File: config.mk
export PLATFORM = sky130hd
export DESIGN_NAME = unified_mem_arbiter_flat
export DESIGN_NICKNAME = d
export VERILOG_FILES = /design/src/rtl/unified_mem_arbiter_if.sv /design/src/rtl/unified_mem_arbiter.sv /design/src/flat_wrapper.sv
export SDC_FILE = /design/constraint.sdc
export NUM_CORES = 1
export LEC_CHECK = 0
export BUFFER_PORTS_ARGS = -buffer_cell sky130_fd_sc_hd__buf_2
export CAP_MARGIN = 0
export CORE_AREA = 3 3 95 97
export CTS_BUF_LIST = sky130_fd_sc_hd__clkbuf_8 sky130_fd_sc_hd__clkbuf_16
export DETAILED_ROUTE_END_ITERATION = 8
export DIE_AREA = 0 0 98 100
export PLACE_DENSITY = 0.72
export SLEW_MARGIN = 20
export SYNTH_ARGS = -nofsm -noshare
export SYNTH_HDL_FRONTEND = slang
export SYNTH_SLANG_ARGS = --single-unit
File: constraint.sdc
create_clock -name clk -period 1.1 [get_ports clk]
set_input_delay 0.055 -clock clk [delete_from_list [all_inputs] [get_ports clk]]
set_output_delay 0.055 -clock clk [all_outputs]
set_load 0.03 [all_outputs]
File: src/rtl/unified_mem_arbiter_if.sv
// Bundle between the IF/MEM requesters, the shared-memory arbiter and the RAM macro.
// Handshake: a requester raises x_req and holds its command stable until the single-cycle x_ack.
// The arbiter issues at most one RAM access per cycle and acks it exactly RD_LAT cycles later.
interface unified_mem_arbiter_if #(
  parameter int ADDR_W = 14,
  parameter int DATA_W = 32
);
  logic              if_req;
  logic [31:0]       if_addr;
  logic              if_ack;
  logic [DATA_W-1:0] if_rdata;

  logic              mem_req;
  logic              mem_we;
  logic [31:0]       mem_addr;
  logic [DATA_W-1:0] mem_wdata;
  logic              mem_ack;
  logic [DATA_W-1:0] mem_rdata;

  logic              ram_en;
  logic              ram_we;
  logic [ADDR_W-1:0] ram_addr;
  logic [DATA_W-1:0] ram_wdata;
  logic [DATA_W-1:0] ram_rdata;

  modport slave (
    input  if_req, if_addr, mem_req, mem_we, mem_addr, mem_wdata, ram_rdata,
    output if_ack, if_rdata, mem_ack, mem_rdata, ram_en, ram_we, ram_addr, ram_wdata
  );

  modport master (
    output if_req, if_addr, mem_req, mem_we, mem_addr, mem_wdata, ram_rdata,
    input  if_ack, if_rdata, mem_ack, mem_rdata, ram_en, ram_we, ram_addr, ram_wdata
  );
endinterface

File: src/rtl/unified_mem_arbiter.sv
// Arbiter sharing one single-port synchronous-read RAM between instruction fetch and MEM.
// MEM has fixed priority; a requester with a transaction in flight is not eligible.
module unified_mem_arbiter #(
  parameter int ADDR_W = 14,
  parameter int DATA_W = 32,
  parameter int RD_LAT = 1
) (
  input  logic                  clk,
  input  logic                  rst,
  unified_mem_arbiter_if.slave  bus
);

  // Tag pipeline: one entry per issued access; src=1 marks MEM, wr=1 marks a store.
  logic [RD_LAT-1:0] vld_q, vld_d;
  logic [RD_LAT-1:0] src_q, src_d;
  logic [RD_LAT-1:0] wr_q,  wr_d;

  logic [DATA_W-1:0] if_rdata_q,  if_rdata_d;
  logic [DATA_W-1:0] mem_rdata_q, mem_rdata_d;

  logic if_busy, mem_busy;
  logic grant_mem, grant_if;
  logic if_ack, mem_ack, mem_ld_ack;
  logic unused_addr_bits;

  assign unused_addr_bits = ^{bus.if_addr[31:ADDR_W+2],  bus.if_addr[1:0],
                              bus.mem_addr[31:ADDR_W+2], bus.mem_addr[1:0]};

  // In flight spans issue through ack, so a held req cannot re-issue in its own ack cycle.
  always_comb begin
    if_busy  = 1'b0;
    mem_busy = 1'b0;
    for (int i = 0; i < RD_LAT; i++) begin
      if_busy  = if_busy  | (vld_q[i] & ~src_q[i]);
      mem_busy = mem_busy | (vld_q[i] &  src_q[i]);
    end
  end

  assign grant_mem = rst & bus.mem_req & ~mem_busy;
  assign grant_if  = rst & bus.if_req  & ~if_busy & ~grant_mem;

  assign if_ack     = rst & vld_q[RD_LAT-1] & ~src_q[RD_LAT-1];
  assign mem_ack    = rst & vld_q[RD_LAT-1] &  src_q[RD_LAT-1];
  assign mem_ld_ack = mem_ack & ~wr_q[RD_LAT-1];

  always_comb begin
    bus.ram_en    = 1'b0;
    bus.ram_we    = 1'b0;
    bus.ram_addr  = '0;
    bus.ram_wdata = '0;
    if (grant_mem) begin
      bus.ram_en    = 1'b1;
      bus.ram_we    = bus.mem_we;
      bus.ram_addr  = bus.mem_addr[ADDR_W+1:2];
      bus.ram_wdata = bus.mem_wdata;
    end else if (grant_if) begin
      bus.ram_en    = 1'b1;
      bus.ram_addr  = bus.if_addr[ADDR_W+1:2];
    end
  end

  always_comb begin
    bus.if_ack    = if_ack;
    bus.mem_ack   = mem_ack;
    bus.if_rdata  = '0;
    bus.mem_rdata = '0;
    if (rst) begin
      bus.if_rdata  = if_ack     ? bus.ram_rdata : if_rdata_q;
      bus.mem_rdata = mem_ld_ack ? bus.ram_rdata : mem_rdata_q;
    end
  end

  always_comb begin
    vld_d    = '0;
    src_d    = '0;
    wr_d     = '0;
    vld_d[0] = grant_mem | grant_if;
    src_d[0] = grant_mem;
    wr_d[0]  = grant_mem & bus.mem_we;
    for (int i = 1; i < RD_LAT; i++) begin
      vld_d[i] = vld_q[i-1];
      src_d[i] = src_q[i-1];
      wr_d[i]  = wr_q[i-1];
    end
    if_rdata_d  = if_ack     ? bus.ram_rdata : if_rdata_q;
    mem_rdata_d = mem_ld_ack ? bus.ram_rdata : mem_rdata_q;
  end

  always_ff @(posedge clk) begin
    if (!rst) begin
      vld_q       <= '0;
      src_q       <= '0;
      wr_q        <= '0;
      if_rdata_q  <= '0;
      mem_rdata_q <= '0;
    end else begin
      vld_q       <= vld_d;
      src_q       <= src_d;
      wr_q        <= wr_d;
      if_rdata_q  <= if_rdata_d;
      mem_rdata_q <= mem_rdata_d;
    end
  end

endmodule

File: src/flat_wrapper.sv
// flat-port wrapper written by rule: the top's interface ports become plain ports
module unified_mem_arbiter_flat 
#(
  parameter int ADDR_W = 14,
  parameter int DATA_W = 32,
  parameter int RD_LAT = 1
)
  (clk, rst, bus_if_req, bus_if_addr, bus_mem_req, bus_mem_we, bus_mem_addr, bus_mem_wdata, bus_ram_rdata, bus_if_ack, bus_if_rdata, bus_mem_ack, bus_mem_rdata, bus_ram_en, bus_ram_we, bus_ram_addr, bus_ram_wdata);
  unified_mem_arbiter_if #(.ADDR_W(ADDR_W), .DATA_W(DATA_W)) bus_i ();
  input  logic clk;
  input  logic rst;
  input wire logic [$bits(bus_i.if_req)-1:0] bus_if_req;
  input wire logic [$bits(bus_i.if_addr)-1:0] bus_if_addr;
  input wire logic [$bits(bus_i.mem_req)-1:0] bus_mem_req;
  input wire logic [$bits(bus_i.mem_we)-1:0] bus_mem_we;
  input wire logic [$bits(bus_i.mem_addr)-1:0] bus_mem_addr;
  input wire logic [$bits(bus_i.mem_wdata)-1:0] bus_mem_wdata;
  input wire logic [$bits(bus_i.ram_rdata)-1:0] bus_ram_rdata;
  output wire logic [$bits(bus_i.if_ack)-1:0] bus_if_ack;
  output wire logic [$bits(bus_i.if_rdata)-1:0] bus_if_rdata;
  output wire logic [$bits(bus_i.mem_ack)-1:0] bus_mem_ack;
  output wire logic [$bits(bus_i.mem_rdata)-1:0] bus_mem_rdata;
  output wire logic [$bits(bus_i.ram_en)-1:0] bus_ram_en;
  output wire logic [$bits(bus_i.ram_we)-1:0] bus_ram_we;
  output wire logic [$bits(bus_i.ram_addr)-1:0] bus_ram_addr;
  output wire logic [$bits(bus_i.ram_wdata)-1:0] bus_ram_wdata;
  assign bus_i.if_req = bus_if_req;
  assign bus_i.if_addr = bus_if_addr;
  assign bus_i.mem_req = bus_mem_req;
  assign bus_i.mem_we = bus_mem_we;
  assign bus_i.mem_addr = bus_mem_addr;
  assign bus_i.mem_wdata = bus_mem_wdata;
  assign bus_i.ram_rdata = bus_ram_rdata;
  assign bus_if_ack = bus_i.if_ack;
  assign bus_if_rdata = bus_i.if_rdata;
  assign bus_mem_ack = bus_i.mem_ack;
  assign bus_mem_rdata = bus_i.mem_rdata;
  assign bus_ram_en = bus_i.ram_en;
  assign bus_ram_we = bus_i.ram_we;
  assign bus_ram_addr = bus_i.ram_addr;
  assign bus_ram_wdata = bus_i.ram_wdata;
  unified_mem_arbiter #(.ADDR_W(ADDR_W), .DATA_W(DATA_W), .RD_LAT(RD_LAT)) u_core (.clk(clk), .rst(rst), .bus(bus_i));
endmodule
==> impl_metrics.ini, run 1 <==
[status]
outcome = finished, violations left
violations = negative hold slack, negative setup slack

[worst_setup_path]
crit_type = register to output port
worst_setup_path_end_kind = output port
cp_max_fo = 7
cp_num_buf_inv = 4
reg2reg_depth = 6
cpMostUsedCell = buf_6
rrSetupSlack_ps = -230
slowest_stage = dfxtp_4
start_kind = register
critPathRequiredTime_ps = 1040
crit_chain = and4b_4, buf_12, buf_16, buf_6, o21ai_4, buf_6
worstPathArrival_ps = 1650
r2r-end = u_core.mem_rdata_q[12]$_DFF_P_
crit_family = buffers and inverters
r2r-start = u_core.src_q$_SDFF_PN0_
slowest_delay_ps = 360

[final_layout]
layout-drive-gt1-share_pct = 75.8
synthToLayoutAreaGrowth_pct = 148
layout.cells.non_filler = 648
fin_area_mm2 = 0.00634
utilization_pct = 77.2
nets = 671

[global_routing]
grt_overflow = 0
grt_pass1_wl_mm = 17.5
grt_max_degree = 23
antenna_found_initial = 1
gr-usage-all-layers_pct = 22.9
grt_pass1_vias = 3340

[min_path]
hold_end = u_core.if_rdata_q[21]$_DFF_P_
hp-class = input pin to register
min_path_cells = 2
hold_start = bus_ram_rdata[21]

[sta]
finalSetupViolCount = 180
finalHoldViolations = 23
worst_pin_slew_ps = 294
finalCritPeriodShare_pct = 155
hold_slack_ps = -22.3
slew_headroom_pct = 80.3
period_minus_slack_ps = 1700
max_freq_ghz = 0.587
fin_skew_ps = 5.72
timing.final.ws_setup_ps = -604
rsz0062_at_grt = yes
finalMaxSlewViolations = 0
fin_setup_tns_ps = -67740

[floorplan]
fp.dieW_um = 98
core-area_mm2 = 0.00822
dieArea_mm2 = 0.00980
start_util_pct = 31.2
num_rows = 33
io_pins = 247
fp.dieH_um = 100

[detailed_routing]
antenna_left = 0
wl_per_cell_um = 19.3
vias = 3135
vias_per_cell = 4.84
drc = 0
routed_wl_mm = 12.5
firstDrtPassIters = 4
drt_iter0_markers = 53

[clock_network]
cts.sinks = 67
cts_tree = built
cts_buffer_depth = 2
insertion_delay_ps = 320
cts_buffers = 9
cts-root-buf = clkbuf_8
htreeDepth = 3
clk_pin_slew_ps = 70

[synth]
yosys.area.top_type = dfxtp_1
synth_ff_type = dfxtp_1
avgSynthCellArea_um2 = 9.18
ys_top_cells_by_area = dfxtp_1 52%, a22o_1 16%, nand2_1 9.7%
synth_cell_types = 18
syn_area_mm2 = 0.00256
synth_xor_area_share_pct = 0
synthMuxAreaShare_pct = 0
yosys_warnings = 0
synth_compound_area_share_pct = 23.8
synthAdderAreaFrac_pct = 0
synth_top_family_by_area = compound AO/OA/AOI/OAI gates
synth.most_common_cell = dfxtp_1
yosysTopAreaCellShare_pct = 52.3
synth-edff-count = 0
synthTopCellsByCount = 67 x dfxtp_1, 66 x nand2_1, 46 x a22o_1
synth-async-reset-ratio_pct = 0
syn_inst = 279
yosys.area_share.simple_pct = 19.0
ys_seq_area_share_pct = 52.3
ys_ff_latch = 67
synth_nets = 412

[power_and_ir_drop]
vdd_drop_max_mv = 0.602
power-per-cell-area_mw_per_mm2 = 1060
totalPowerFinal_mw = 6.75
power.static_leakage_nw = 3.01

[placement]
gp_congestion = 0.749
io_buffers = 210
placed_area_mm2 = 0.00472
dp_cells = 599
hpwl_mm = 7.91
post-place-ws_ps = -275

[flow_run]
cap_violations = 0
how the worst max path moves through the flow:
stage | cells past startpoint | start | slack (ps) | end
2_1_floorplan | 5 | u_core.src_q$_SDFF_PN0_ | -130 | u_core.mem_rdata_q[23]$_DFF_P_
3_3_place_gp | 5 | u_core.src_q$_SDFF_PN0_ | -220 | bus_mem_rdata[1]
3_5_place_dp | 5 | u_core.src_q$_SDFF_PN0_ | -270 | bus_mem_rdata[4]
4_1_cts | 5 | u_core.vld_q$_SDFF_PN0_ | -620 | bus_mem_rdata[30]
5_1_grt | 5 | u_core.vld_q$_SDFF_PN0_ | -680 | bus_mem_rdata[30]
6_report | 6 | u_core.vld_q$_SDFF_PN0_ | -600 | bus_mem_rdata[12]
final cells by class:
cell class	count	area (um2)
timing repair buffer	271	2670
multi-input combinational	187	1990
fill	499	1870
sequential	67	1350
clock buffer	12	176
tap	105	131
clock inverter	3	12.5
inverter	2	7.51
antenna	1	2.50
cell families (layout without fill, tap and decap cells):
kind of cell | after synthesis | in the layout
AND/OR/NAND/NOR | 104 | 104
AO/OA/AOI/OAI | 83 | 83
flip-flops | 67 | 67
buffers and inverters | 25 | 288
other | 0 | 1
where the power goes:
part / leakage (nW) / internal, mW / total (mW) / switching, mW
clock: 0.106 / 1.05 / 1.93 / 0.884
combinational: 2.36 / 1.13 / 2.21 / 1.08
sequential: 0.547 / 2.55 / 2.61 / 0.0616
total: 3.01 / 4.73 / 6.75 / 2.02
layer usage:
metal  wire (um)  global-route usage, %
met5           0                      0
met4         434                   11.2
met3         825                   7.23
met2        7070                   44.4
met1        4180                   21.6
worst register-to-register path, delay by kind of cell, from the launching register on:
| kind | cells | cell delay, ps |
|---|---|---|
| buffers and inverters | 4 | 490 |
| AOI/OAI and AO/OA | 1 | 60 |
| and+or+nand+nor | 1 | 300 |
| DFF | 1 | 390 |
repair_timing:
action	4_1_cts	5_1_grt
endpoints found under the hold margin	57	36
hold buffers	4	1
gates resized for setup	209	102
setup endpoints to repair	179	180
setup buffers	7	6
gates cloned	7	8
pin swaps	15	19
cell usage in the layout (no fill, tap or decap), types with 2 or more instances in the layout:
master and n:
buf_16 6, o21ai_4 32, buf_12 11, buf_6 116, inv_1 2, nand2_4 2, clkbuf_8 11, clkbuf_16 9
inv_2 2, dlygate4sd3_1 5, buf_2 99, dfxtp_4 2, and2_4 30, a22o_4 44, buf_4 21, dfxtp_1 65
and2_2 3, nand2_1 54, buf_8 5, nand2_2 10
flip-flops by register name (all words and copies together), names as in the netlist:
name                flops
u_core.if_rdata_q      32
u_core.src_q            1
u_core.wr_q             1
u_core.mem_rdata_q     32
u_core.vld_q            1
(Power assumes the default switching activity.)
==> inputs of run 2 (changes only) <==
GPL_TIMING_DRIVEN = 0   (was not set)
==> run 2 against run 1 <==
- the flow still finishes with violations (negative hold slack, negative setup slack)
- worst setup slack better by 26 ps
- clock-buffer cell count fell by 1
- first-iteration DRC count up 26%
- sequential share of layout area increased by 0.37 points
- via count up 0.96%
- clock power is 12% higher
- sequential power is essentially flat
- largest power group unchanged
- utilization shrank 1.3 points
- wire length decreased by 1.5%
- final cell count fell by 0.31%
- power rose by 3.0%
- combinational power is essentially flat
==> impl_metrics.ini, run 2 (same netlist as run 1, synthesis figures left out) <==
[sta]
hold_slack_ps = -46.0
period_minus_slack_ps = 1680
timing.final.ws_setup_ps = -578
finalMaxSlewViolations = 0
worst_pin_slew_ps = 486
finalCritPeriodShare_pct = 153
fin_setup_tns_ps = -66200
rsz0062_at_grt = yes
slew_headroom_pct = 67.6
finalHoldViolations = 45
fin_skew_ps = 11.8
max_freq_ghz = 0.596
finalSetupViolCount = 181

[worst_setup_path]
cp_max_fo = 8
slowest_stage = dfxtp_4
slowest_delay_ps = 370
reg2reg_depth = 7
crit_type = register to output port
crit_chain = buf_4, a21oi_4, buf_6, buf_6, buf_6, a21o_4, buf_6
worstPathArrival_ps = 1620
r2r-start = u_core.vld_q$_SDFF_PN0_
cpMostUsedCell = buf_6
rrSetupSlack_ps = -210
start_kind = register
r2r-end = u_core.vld_q$_SDFF_PN0_
worst_setup_path_end_kind = output port
critPathRequiredTime_ps = 1040

[floorplan]
num_rows = 33
io_pins = 247
start_util_pct = 31.2
dieArea_mm2 = 0.00980
core-area_mm2 = 0.00822
fp.dieW_um = 98
fp.dieH_um = 100

[placement]
dp_cells = 593
post-place-ws_ps = -413
io_buffers = 209
placed_area_mm2 = 0.00458
gp_congestion = 0.842
hpwl_mm = 8.11

[final_layout]
final_common_cell = buf_6
layout-drive-gt1-share_pct = 75.9
final_cell_mix = 118 x buf_6, 96 x buf_2, 65 x dfxtp_1
synthToLayoutAreaGrowth_pct = 143
layout.cells.non_filler = 646
nets = 668
fin_area_mm2 = 0.00623
reg_top3 = u_core.if_rdata_q (32), u_core.mem_rdata_q (32)
utilization_pct = 75.9

[min_path]
min_path_cells = 2
hp-class = input pin to register
hold_start = bus_ram_rdata[30]
hold_end = u_core.if_rdata_q[30]$_DFF_P_

[detailed_routing]
routed_wl_mm = 12.3
antenna_left = 0
drc = 0
wl_per_cell_um = 19.1
vias = 3165
firstDrtPassIters = 4
vias_per_cell = 4.90
drt_iter0_markers = 67

[clock_network]
cts_buffer_depth = 2
cts.sinks = 67
cts_tree = built
clk_pin_slew_ps = 90
htreeDepth = 3
cts-root-buf = clkbuf_8
insertion_delay_ps = 350
cts_buffers = 9
holdBufCountCts = 4

[flow_run]
cap_violations = 0

[status]
violations = negative hold slack, negative setup slack
outcome = finished, violations left

[power_and_ir_drop]
totalPowerFinal_mw = 6.95
vdd_drop_max_mv = 0.640
power-per-cell-area_mw_per_mm2 = 1120
power.static_leakage_nw = 2.94

[global_routing]
grt_max_degree = 13
grt_pass1_wl_mm = 18.5
gr-usage-all-layers_pct = 24.3
grt_overflow = 0
antenna_found_initial = 1
grt_pass1_vias = 3481
==> run 2: cell types whose count changed in the layout (fill, tap and decap cells not counted), moves of 3 or more <==
cell / before / now
buf_8: 5 / 11
clkbuf_16: 9 / 3
buf_16: 6 / 2
buf_2: 99 / 96
clkbuf_1: 0 / 3
clkinvlp_4: 0 / 3
nand2_1: 54 / 51
nand2_2: 10 / 13
==> run 2: cell type report <==
cell class | count | area (um2)
well taps | 105 | 131
repair buffers | 245 | 2200
clock inverters | 5 | 61.3
flip-flops and latches | 67 | 1350
plain buffers | 23 | 342
multi-input cells | 187 | 1990
clock buffers | 11 | 151
inverters | 2 | 7.51
diodes | 1 | 2.50
fillers | 540 | 1980
==> run 2: what timing repair did <==
item,CTS,global route
pin swaps,26,2
buffers inserted,21,3
gates cloned,5,3
hold endpoints to repair,60,49
endpoints found under the setup margin,180,181
resized for setup,306,28
==> run 2: how the worst max path moves through the flow <==
stage                                       start                        endpoint  slack, ps  cells after the start
after floorplan           u_core.src_q$_SDFF_PN0_  u_core.mem_rdata_q[23]$_DFF_P_       -130                      5
after global placement    u_core.src_q$_SDFF_PN0_                bus_if_rdata[10]       -380                      5
after detailed placement  u_core.src_q$_SDFF_PN0_                 bus_if_rdata[7]       -410                      5
after CTS                 u_core.vld_q$_SDFF_PN0_                bus_mem_rdata[3]       -590                      6
after global routing      u_core.vld_q$_SDFF_PN0_               bus_mem_rdata[29]       -650                      6
final                     u_core.vld_q$_SDFF_PN0_                      bus_ram_en       -580                      7
==> run 2: metal layers <==
| metal | up-vias | wire [um] | global-route usage (%) |
|---|---|---|---|
| li1 | 1484 | - | - |
| met1 | 1488 | 4150 | 24.3 |
| met2 | 158 | 6670 | 45.4 |
| met3 | 35 | 787 | 7.02 |
| met4 | 0 | 708 | 13.1 |
| met5 | - | 0 | 0 |
==> run 2: critical path, delay by kind of cell (launching register included) <==
| kind | cells | cell delay, ps |
|---|---|---|
| DFF | 1 | 370 |
| AOI/OAI and AO/OA | 2 | 270 |
| buffers and inverters | 5 | 640 |
==> run 2: power breakdown <==
| group | total, mW | internal, mW | switching (mW) |
|---|---|---|---|
| Clock | 2.16 | 1.17 | 0.983 |
| Combinational | 2.19 | 1.11 | 1.08 |
| Sequential | 2.61 | 2.55 | 0.0594 |
==> inputs of run 3 (changes only) <==
CORE_AREA = 2 2 97 99   (was 3 3 95 97)
DIE_AREA = 0 0 99 101   (was 0 0 98 100)
PLACE_DENSITY = 0.68   (was 0.72)
==> run 3 against run 2 <==
- the flow still finishes with violations (negative hold slack, negative setup slack)
- maximum frequency decreased by 0.72%
- sequential power about the same
- worst hold slack got worse by 2.2 ps
- final cell count increased by 0.15%
- wire length decreased by 13%
- register-to-register slack improved by 110 ps
- global-route usage decreased by 4.7 points
- die area increased by 2.0%
- via count decreased by 5.1%
- cell area decreased by 2.5%
- clock-buffer cell count unchanged
- largest power group unchanged
==> impl_metrics.ini, run 3 (same netlist as run 1, synthesis figures left out) <==
[worst_setup_path]
crit_type = register to output port
start_kind = register
r2r-start = u_core.vld_q$_SDFF_PN0_
slowest_delay_ps = 400
worst_setup_path_end_kind = output port
worstPathArrival_ps = 1640
crit_path_end = bus_mem_rdata[31]
r2r-end = u_core.mem_rdata_q[3]$_DFF_P_
crit_chain = and4b_1, buf_12, buf_12, nand2_4, o21ai_4, buf_4
cpMostUsedCell = buf_12
slowest_stage = dfxtp_4
crit_family = buffers and inverters
rrSetupSlack_ps = -100
cp_num_buf_inv = 3
worstSetupStartpoint = u_core.vld_q$_SDFF_PN0_
critPathRequiredTime_ps = 1040
reg2reg_depth = 4
cp_max_fo = 10
crit_cells = 6

[sta]
timing.final.ws_setup_ps = -590
finalCritPeriodShare_pct = 154
hold_slack_ps = -48.2
rsz0062_at_grt = yes
finalSetupViolCount = 179
period_minus_slack_ps = 1690
max_freq_ghz = 0.592
finalMaxSlewViolations = 0
finalHoldViolations = 43
slew_headroom_pct = 69.9
fin_skew_ps = 6.94
worst_pin_slew_ps = 451

[global_routing]
grt_pass1_vias = 3116
grt_overflow = 0
grt_pass1_wl_mm = 15.3
gr-usage-all-layers_pct = 19.6
antenna_found_initial = 0
grt_max_degree = 13

[detailed_routing]
wl_per_cell_um = 16.5
firstDrtPassIters = 4
vias = 3004
drt_iter0_markers = 38
vias_per_cell = 4.64
drc = 0
routed_wl_mm = 10.7
antenna_left = 0

[clock_network]
cts-root-buf = clkbuf_8
insertion_delay_ps = 340
cts.sinks = 67
htreeDepth = 3
clk_pin_slew_ps = 80
cts_buffers = 9
cts_buffer_depth = 2
holdBufCountCts = 4
cts_tree = built

[final_layout]
layout-drive-gt1-share_pct = 74.3
nets = 664
utilization_pct = 67.7
final_cell_mix = 107 x buf_6, 98 x buf_2, 65 x dfxtp_1
fillers = 666
reg_top3 = u_core.if_rdata_q (32), u_core.mem_rdata_q (32)
final_common_cell = buf_6
synthToLayoutAreaGrowth_pct = 137
antenna_cells = 0

[power_and_ir_drop]
clock_power_share_pct = 33.8
switching_share_pct = 29.2
combinationalPowerShare_pct = 29.3
p_int_mw = 5.00
power.static_leakage_nw = 2.89
vdd_drop_max_mv = 0.623
switching_power_mw = 2.06
power-per-cell-area_mw_per_mm2 = 1160
pwr-share-seq_pct = 36.9

[placement]
hpwl_mm = 7.41
io_buffers = 209
gp_congestion = 0.827

[status]
outcome = finished, violations left
violations = negative hold slack, negative setup slack

[floorplan]
io_pins = 247
fp.dieW_um = 99
fp.dieH_um = 101
dieArea_mm2 = 0.0100
num_rows = 35
start_util_pct = 28.5
core-area_mm2 = 0.00898

[min_path]
hp-class = input pin to register

[flow_run]
cap_violations = 0
## run 3: worst min-delay path by stage
stage,start,to,slack [ps],depth (start not counted)
after floorplan,bus_if_req,u_core.vld_q$_SDFF_PN0_,160,1
after global placement,bus_mem_we,u_core.wr_q$_SDFF_PN0_,280,2
after detailed placement,bus_mem_we,u_core.wr_q$_SDFF_PN0_,280,2
after CTS,bus_ram_rdata[19],u_core.if_rdata_q[19]$_DFF_P_,-70,2
after global routing,bus_ram_rdata[22],u_core.if_rdata_q[22]$_DFF_P_,-70,2
final,bus_ram_rdata[23],u_core.if_rdata_q[23]$_DFF_P_,-50,2
## run 3: final cells by class
type | instances | area (um2) | share of cell area [%]
Timing Repair Buffer | 241 | 2060 | 33.9
Clock inverter | 5 | 83.8 | 1.38
Inverter | 2 | 7.51 | 0.123
Sequential cell | 67 | 1350 | 22.2
Multi-Input combinational cell | 187 | 1970 | 32.4
Buffer | 23 | 318 | 5.23
Clock buffer | 11 | 151 | 2.49
Tap cell | 111 | 139 | 2.28
## run 3: power by group through the flow
stage | combinational [mW] | clock [mW] | sequential (mW)
6_report | 2.07 | 2.39 | 2.61
5_1_grt | 2.17 | 2.57 | 2.62
4_1_cts | 1.73 | 2.46 | 2.61
3_5_place_dp | 1.50 | 0 | 2.66
3_3_place_gp | 1.48 | 0 | 2.66
2_1_floorplan | 1.03 | 0 | 2.65
## run 3: worst register-to-register path, cell delays in order (launching register included)
cell and delay (ps):
dfxtp_4 400, and4b_1 240, buf_12 160, buf_8 210, o21ai_4 80
## run 3: timing repair
| item | CTS | global route |
|---|---|---|
| cloned | 1 | 7 |
| endpoints found under the setup margin | 180 | 180 |
| endpoints found under the hold margin | 63 | 49 |
| buffers inserted | 12 | 8 |
| pin swaps | 9 | 25 |
| resized for setup | 144 | 200 |
## run 3: per-stage QoR
step | total power [mW] | setup TNS [ps] | instance area (um2) | cells | setup slack, ps
after CTS | 6.79 | -71340 | 5410 | 632 | -623
final | 7.06 | -63940 | 6080 | 647 | -590
after global placement | 4.14 | -42230 | 4590 | 599 | -403
after detailed placement | 4.16 | -46980 | 4590 | 599 | -439
after global routing | 7.36 | -75310 | 6080 | 647 | -680
after floorplan | 3.68 | -9990 | 3400 | 279 | -129
## run 3: per-layer routing
| metal | part of all wire [%] | vias to the layer above | track usage [%] |
|---|---|---|---|
| met1 | 38 | 1388 | 21.6 |
| met2 | 54 | 129 | 35.9 |
| li1 | - | 1464 | - |
| met4 | 2.5 | 0 | 8.32 |
| met3 | 5.9 | 23 | 4.79 |
| met5 | 0 | - | 0 |
